## src/rtl/seq_pattern_tx.sv

```systemverilog
// Serializes a captured PATT_W-bit pattern MSB first, repeated rep_cnt+1 times,
// with a programmable number of idle cycles between consecutive bits.
module seq_pattern_tx #(
  parameter int PATT_W = 4
) (
  input  logic              clk,
  input  logic              rst,
  input  logic              start,
  input  logic [PATT_W-1:0] patt_in,
  input  logic [3:0]        rep_cnt,
  input  logic [2:0]        gap,
  output logic              valid,
  output logic              d_out,
  output logic              busy,
  output logic              done
);

  localparam int IDX_W = $clog2(PATT_W);
  localparam logic [IDX_W-1:0] IDX_MAX = IDX_W'(PATT_W - 1);
  localparam logic [IDX_W-1:0] IDX_ONE = IDX_W'(1);

  typedef enum logic [1:0] {
    ST_IDLE = 2'd0,
    ST_SEND = 2'd1,
    ST_GAP  = 2'd2,
    ST_DONE = 2'd3
  } state_t;

  state_t             state_q, state_d;
  logic [PATT_W-1:0]  patt_q, patt_d;
  logic [3:0]         rep_q, rep_d;
  logic [2:0]         gap_q, gap_d;
  logic [2:0]         gcnt_q, gcnt_d;
  logic [IDX_W-1:0]   idx_q, idx_d;
  logic               valid_q, valid_d;
  logic               d_out_q, d_out_d;
  logic               busy_q, busy_d;
  logic               done_q, done_d;

  // Next-state, datapath and output decode; outputs are derived from the
  // next state so that the registered outputs always match the registered state.
  always_comb begin
    state_d = state_q;
    patt_d  = patt_q;
    rep_d   = rep_q;
    gap_d   = gap_q;
    gcnt_d  = gcnt_q;
    idx_d   = idx_q;

    case (state_q)
      ST_IDLE: begin
        if (start) begin
          patt_d  = patt_in;
          rep_d   = rep_cnt;
          gap_d   = gap;
          idx_d   = IDX_MAX;
          gcnt_d  = 3'd0;
          state_d = ST_SEND;
        end else begin
          state_d = ST_IDLE;
        end
      end
      ST_SEND: begin
        if ((idx_q == '0) && (rep_q == 4'd0)) begin
          state_d = ST_DONE;
        end else begin
          if (idx_q == '0) begin
            idx_d = IDX_MAX;
            rep_d = rep_q - 4'd1;
          end else begin
            idx_d = idx_q - IDX_ONE;
          end
          if (gap_q != 3'd0) begin
            gcnt_d  = gap_q - 3'd1;
            state_d = ST_GAP;
          end else begin
            state_d = ST_SEND;
          end
        end
      end
      ST_GAP: begin
        if (gcnt_q == 3'd0) begin
          state_d = ST_SEND;
        end else begin
          gcnt_d  = gcnt_q - 3'd1;
          state_d = ST_GAP;
        end
      end
      ST_DONE: begin
        state_d = ST_IDLE;
      end
      default: begin
        state_d = ST_IDLE;
      end
    endcase

    valid_d = 1'b0;
    d_out_d = 1'b0;
    busy_d  = 1'b0;
    done_d  = 1'b0;
    case (state_d)
      ST_SEND: begin
        valid_d = 1'b1;
        d_out_d = patt_d[idx_d];
        busy_d  = 1'b1;
      end
      ST_GAP: begin
        busy_d  = 1'b1;
      end
      ST_DONE: begin
        busy_d  = 1'b1;
        done_d  = 1'b1;
      end
      default: begin
        busy_d  = 1'b0;
      end
    endcase
  end

  // State, captured configuration and registered outputs; reset aborts any
  // transfer without a done pulse and clears the captured values.
  always_ff @(posedge clk) begin
    if (!rst) begin
      state_q <= ST_IDLE;
      patt_q  <= '0;
      rep_q   <= 4'd0;
      gap_q   <= 3'd0;
      gcnt_q  <= 3'd0;
      idx_q   <= '0;
      valid_q <= 1'b0;
      d_out_q <= 1'b0;
      busy_q  <= 1'b0;
      done_q  <= 1'b0;
    end else begin
      state_q <= state_d;
      patt_q  <= patt_d;
      rep_q   <= rep_d;
      gap_q   <= gap_d;
      gcnt_q  <= gcnt_d;
      idx_q   <= idx_d;
      valid_q <= valid_d;
      d_out_q <= d_out_d;
      busy_q  <= busy_d;
      done_q  <= done_d;
    end
  end

  assign valid = valid_q;
  assign d_out = d_out_q;
  assign busy  = busy_q;
  assign done  = done_q;

endmodule

```

## config.mk

```make
export PLATFORM = sky130hd
export DESIGN_NAME = seq_pattern_tx
export DESIGN_NICKNAME = d
export VERILOG_FILES = /design/src/rtl/seq_pattern_tx.sv
export SDC_FILE = /design/constraint.sdc
export NUM_CORES = 1
export LEC_CHECK = 0
export CAP_MARGIN = 20
export CORE_MARGIN = 3
export CORE_UTILIZATION = 50
export CTS_CLUSTER_SIZE = 14
export DETAILED_ROUTE_END_ITERATION = 12
export GPL_TIMING_DRIVEN = 0
export PLACE_DENSITY = 0.75
export SYNTH_ARGS = -nofsm -noshare
export SYNTH_HDL_FRONTEND = slang
export SYNTH_SLANG_ARGS = --single-unit
```

## constraint.sdc

```tcl
create_clock -name clk -period 2.3 [get_ports clk]
set_input_delay 0.23 -clock clk [delete_from_list [all_inputs] [get_ports clk]]
set_output_delay 0.23 -clock clk [all_outputs]
set_load 0.02 [all_outputs]
```

==> run metrics <==
status=finished clean; Num CTS Buffers=3; syn_area_per_cell=8.87 um^2; Critical Path Start Type=flop; synth unique cells=38; first-pass GRT wire length=4.25 mm; most frequent cells in the layout=22 x dfxtp_1, 17 x clkdlybuf4s50_1, 15 x nand2_1, 11 x inv_1, 10 x a21oi_1; min Tclk post-route=2120 ps; worst reg2reg path endpoint=d_out$_SDFF_PN0_; Die ar.=2960 um^2; final instance area=1410 um^2; clock buffer depth=2; H-tree depth=1; Hold Path Stages=3; Reg-to-Reg Start=state_q[0]$_SDFF_PN0_; root buffer cell=clkbuf_4; post-CTS sizing=0; Worst slew margin=67.1%; R2R setup slack=180 ps; Crit Path Category=reg2reg; ANT cells=0; worst endpoint data arrival time=2350 ps; Starting Density=between 50% and 60%; Routed WL per cell=13.2 um; CP required=2520 ps; endpoints failing hold=0; Hold WC Path Type=in2reg; fmax=around 0.47 GHz; sequential area share after synthesis=37.6%; fin nets=176; Worst-Margin Slew=493 ps; Worst setup EP type=flop; unrepaired setup endpoints after global routing=false; Detailed Place HPWL=1.80 mm; Worst-Skew Late Latency=310 ps; Area growth, synth to finish=20.5%; DRC=0; num ports=18; hold buffer count at cts=0; Worst-path clk slew=120 ps; commonest non-fill, non-tap cell in the layout=dfxtp_1; Power Density=about 690 nW/um^2; Worst Hold Path EP=gap_q[1]$_SDFFE_PN0P_; antenna viol nets, final=0; total nets after synthesis=about 150; GPL Wtd Cong=0.795; final worst-path cycle share=between 90% and 100%; worst-path fanout max=10; leakage power=about 0.60 nW; Die Span X=54.4 um; PnR Total Power=0.978 mW; cell depth of the worst flop-to-flop path=9; hold_sp=gap[1]; port buffer count=17; drt pass-1 iters=4; # setup viols final=0; DRT iter0 DRCs=11; DR vias=roughly 1000; area of placed instances=1380 um^2; DR vias/cell=5.44; post-CTS setup buffers=0; largest net degree at the start of global routing=13; CTS Sinks=22; Syn Std Cell Area=1170 um^2; Die Ht=54.4 um; grt ovf=0; YS warnings=0; final worst clock skew=2.59 ps; All-Layer GR Usage=19.7%; CTS tree=done; core area=2080 um^2; Slew Viols, Final=0; vias in the first global route=around 950; Setup TNS=0 ps; max cap viols=0; Fin Hold WS=468 ps; proportion of layout cells with a drive suffix above 1=approximately a tenth; #FFs+latches synth=22; Post-Synthesis Cells=132; Cell Rows=16; Total Wirelength=2.38 mm; initial antenna violation count=0; worst vdd ir=between 500 and 600 uV
cell families after synthesis:
group / after synthesis / synth area share (%)
xor+xnor: 1 / 0.748
flops: 22 / 37.6
simple gates: 48 / 23.1
mux: 7 / 6.20
fa+ha+maj: 8 / 8.55
compound gates: 30 / 17.6
buf+inv: 16 / 6.20
layer usage:
layer | routed length, um | track usage (%) | up-vias
met1 | 1190 | 27.3 | 457
li1 | - | - | 501
met3 | 102 | 4.63 | 3
met4 | 27 | 6.64 | 0
met5 | 0 | 0 | -
met2 | 1060 | 29.9 | 18
cells in the mapped netlist:
master / count / share of area [%]
dfxtp_1: 22 / 38
nand2_1: 15 / 4.8
inv_1: 11 / 3.5
a21oi_1: 10 / 4.3
nor2_1: 9 / 2.9
ha_1: 8 / 8.5
mux2i_1: 5 / 4.3
nand3_1: 5 / 2.1
o21ai_0: 4 / 1.7
nand2b_1: 3 / 1.6
a22oi_1: 2 / 1.3
a31o_2: 2 / 1.5
and2_1: 2 / 1.1
clkbuf_1: 2 / 0.64
mux2_2: 2 / 1.9
nand4_1: 2 / 1.1
o211a_1: 2 / 1.7
o211ai_1: 2 / 1.3
o21a_1: 2 / 1.3
o2bb2ai_1: 2 / 1.5
or3b_1: 2 / 1.5
or4b_1: 2 / 1.7
a211oi_1: 1 / 0.64
a221oi_1: 1 / 0.75
and3_1: 1 / 0.53
and3_2: 1 / 0.64
buf_2: 1 / 0.43
buf_4: 1 / 0.64
buf_6: 1 / 0.96
nand3b_4: 1 / 1.7
nand4bb_1: 1 / 0.96
nor3_1: 1 / 0.43
o211ai_2: 1 / 1.1
o31ai_1: 1 / 0.64
or2_1: 1 / 0.53
or3_1: 1 / 0.53
or3b_4: 1 / 0.96
xor2_1: 1 / 0.75
registers in the layout, summed over array words and instances, names as in the netlist, 2 cells and up:
signal and flops:
gcnt_q 3, rep_q 4, gap_q 3, idx_q 2, state_q 2, patt_q 4
worst max-delay path by stage:
stage,start,endpoint,slack (ps),cells after the start
after floorplan,state_q[0]$_SDFF_PN0_,gcnt_q[1]$_SDFFE_PN0P_,380,8
after global placement,start,d_out$_SDFF_PN0_,180,7
after detailed placement,start,d_out$_SDFF_PN0_,180,7
after CTS,state_q[0]$_SDFF_PN0_,d_out$_SDFF_PN0_,180,9
after global routing,state_q[0]$_SDFF_PN0_,d_out$_SDFF_PN0_,40,9
final,state_q[0]$_SDFF_PN0_,d_out$_SDFF_PN0_,180,9
final cells by class:
class	instances	area [um^2]
Clock buffer	4	36.3
Inverter	11	41.3
Fill cell	192	671
Tap cell	27	33.8
Buffer	5	31.3
Timing Repair Buffer	17	170
Sequential cell	22	440
Multi-Input combinational cell	94	658
where the power goes:
group | total (mW) | leakage [nW] | internal, mW | switching (mW)
Combinational | 0.312 | 0.397 | 0.148 | 0.165
Clock | 0.218 | 0.0210 | 0.0968 | 0.121
Sequential | 0.448 | 0.181 | 0.422 | 0.0257
stage by stage:
| step | worst slack [ps] | utilization, % | std cells |
|---|---|---|---|
| 2_1_floorplan | 379 | - | 132 |
| 3_3_place_gp | 179 | 66.0 | 176 |
| 3_5_place_dp | 180 | 66.0 | 176 |
| 4_1_cts | 178 | 67.8 | 180 |
| 5_1_grt | 40.0 | 67.8 | 180 |
| 6_report | 178 | 67.8 | 180 |
critical path, stage by stage (launching register included):
cell and delay [ps]:
dfxtp_1 380, inv_1 70, ha_1 180, buf_2 170, nand2_1 150, clkbuf_1 360, mux2i_1 280, nand4_1 120
o211a_1 150, o21a_1 180
(Power assumes the default switching activity.)
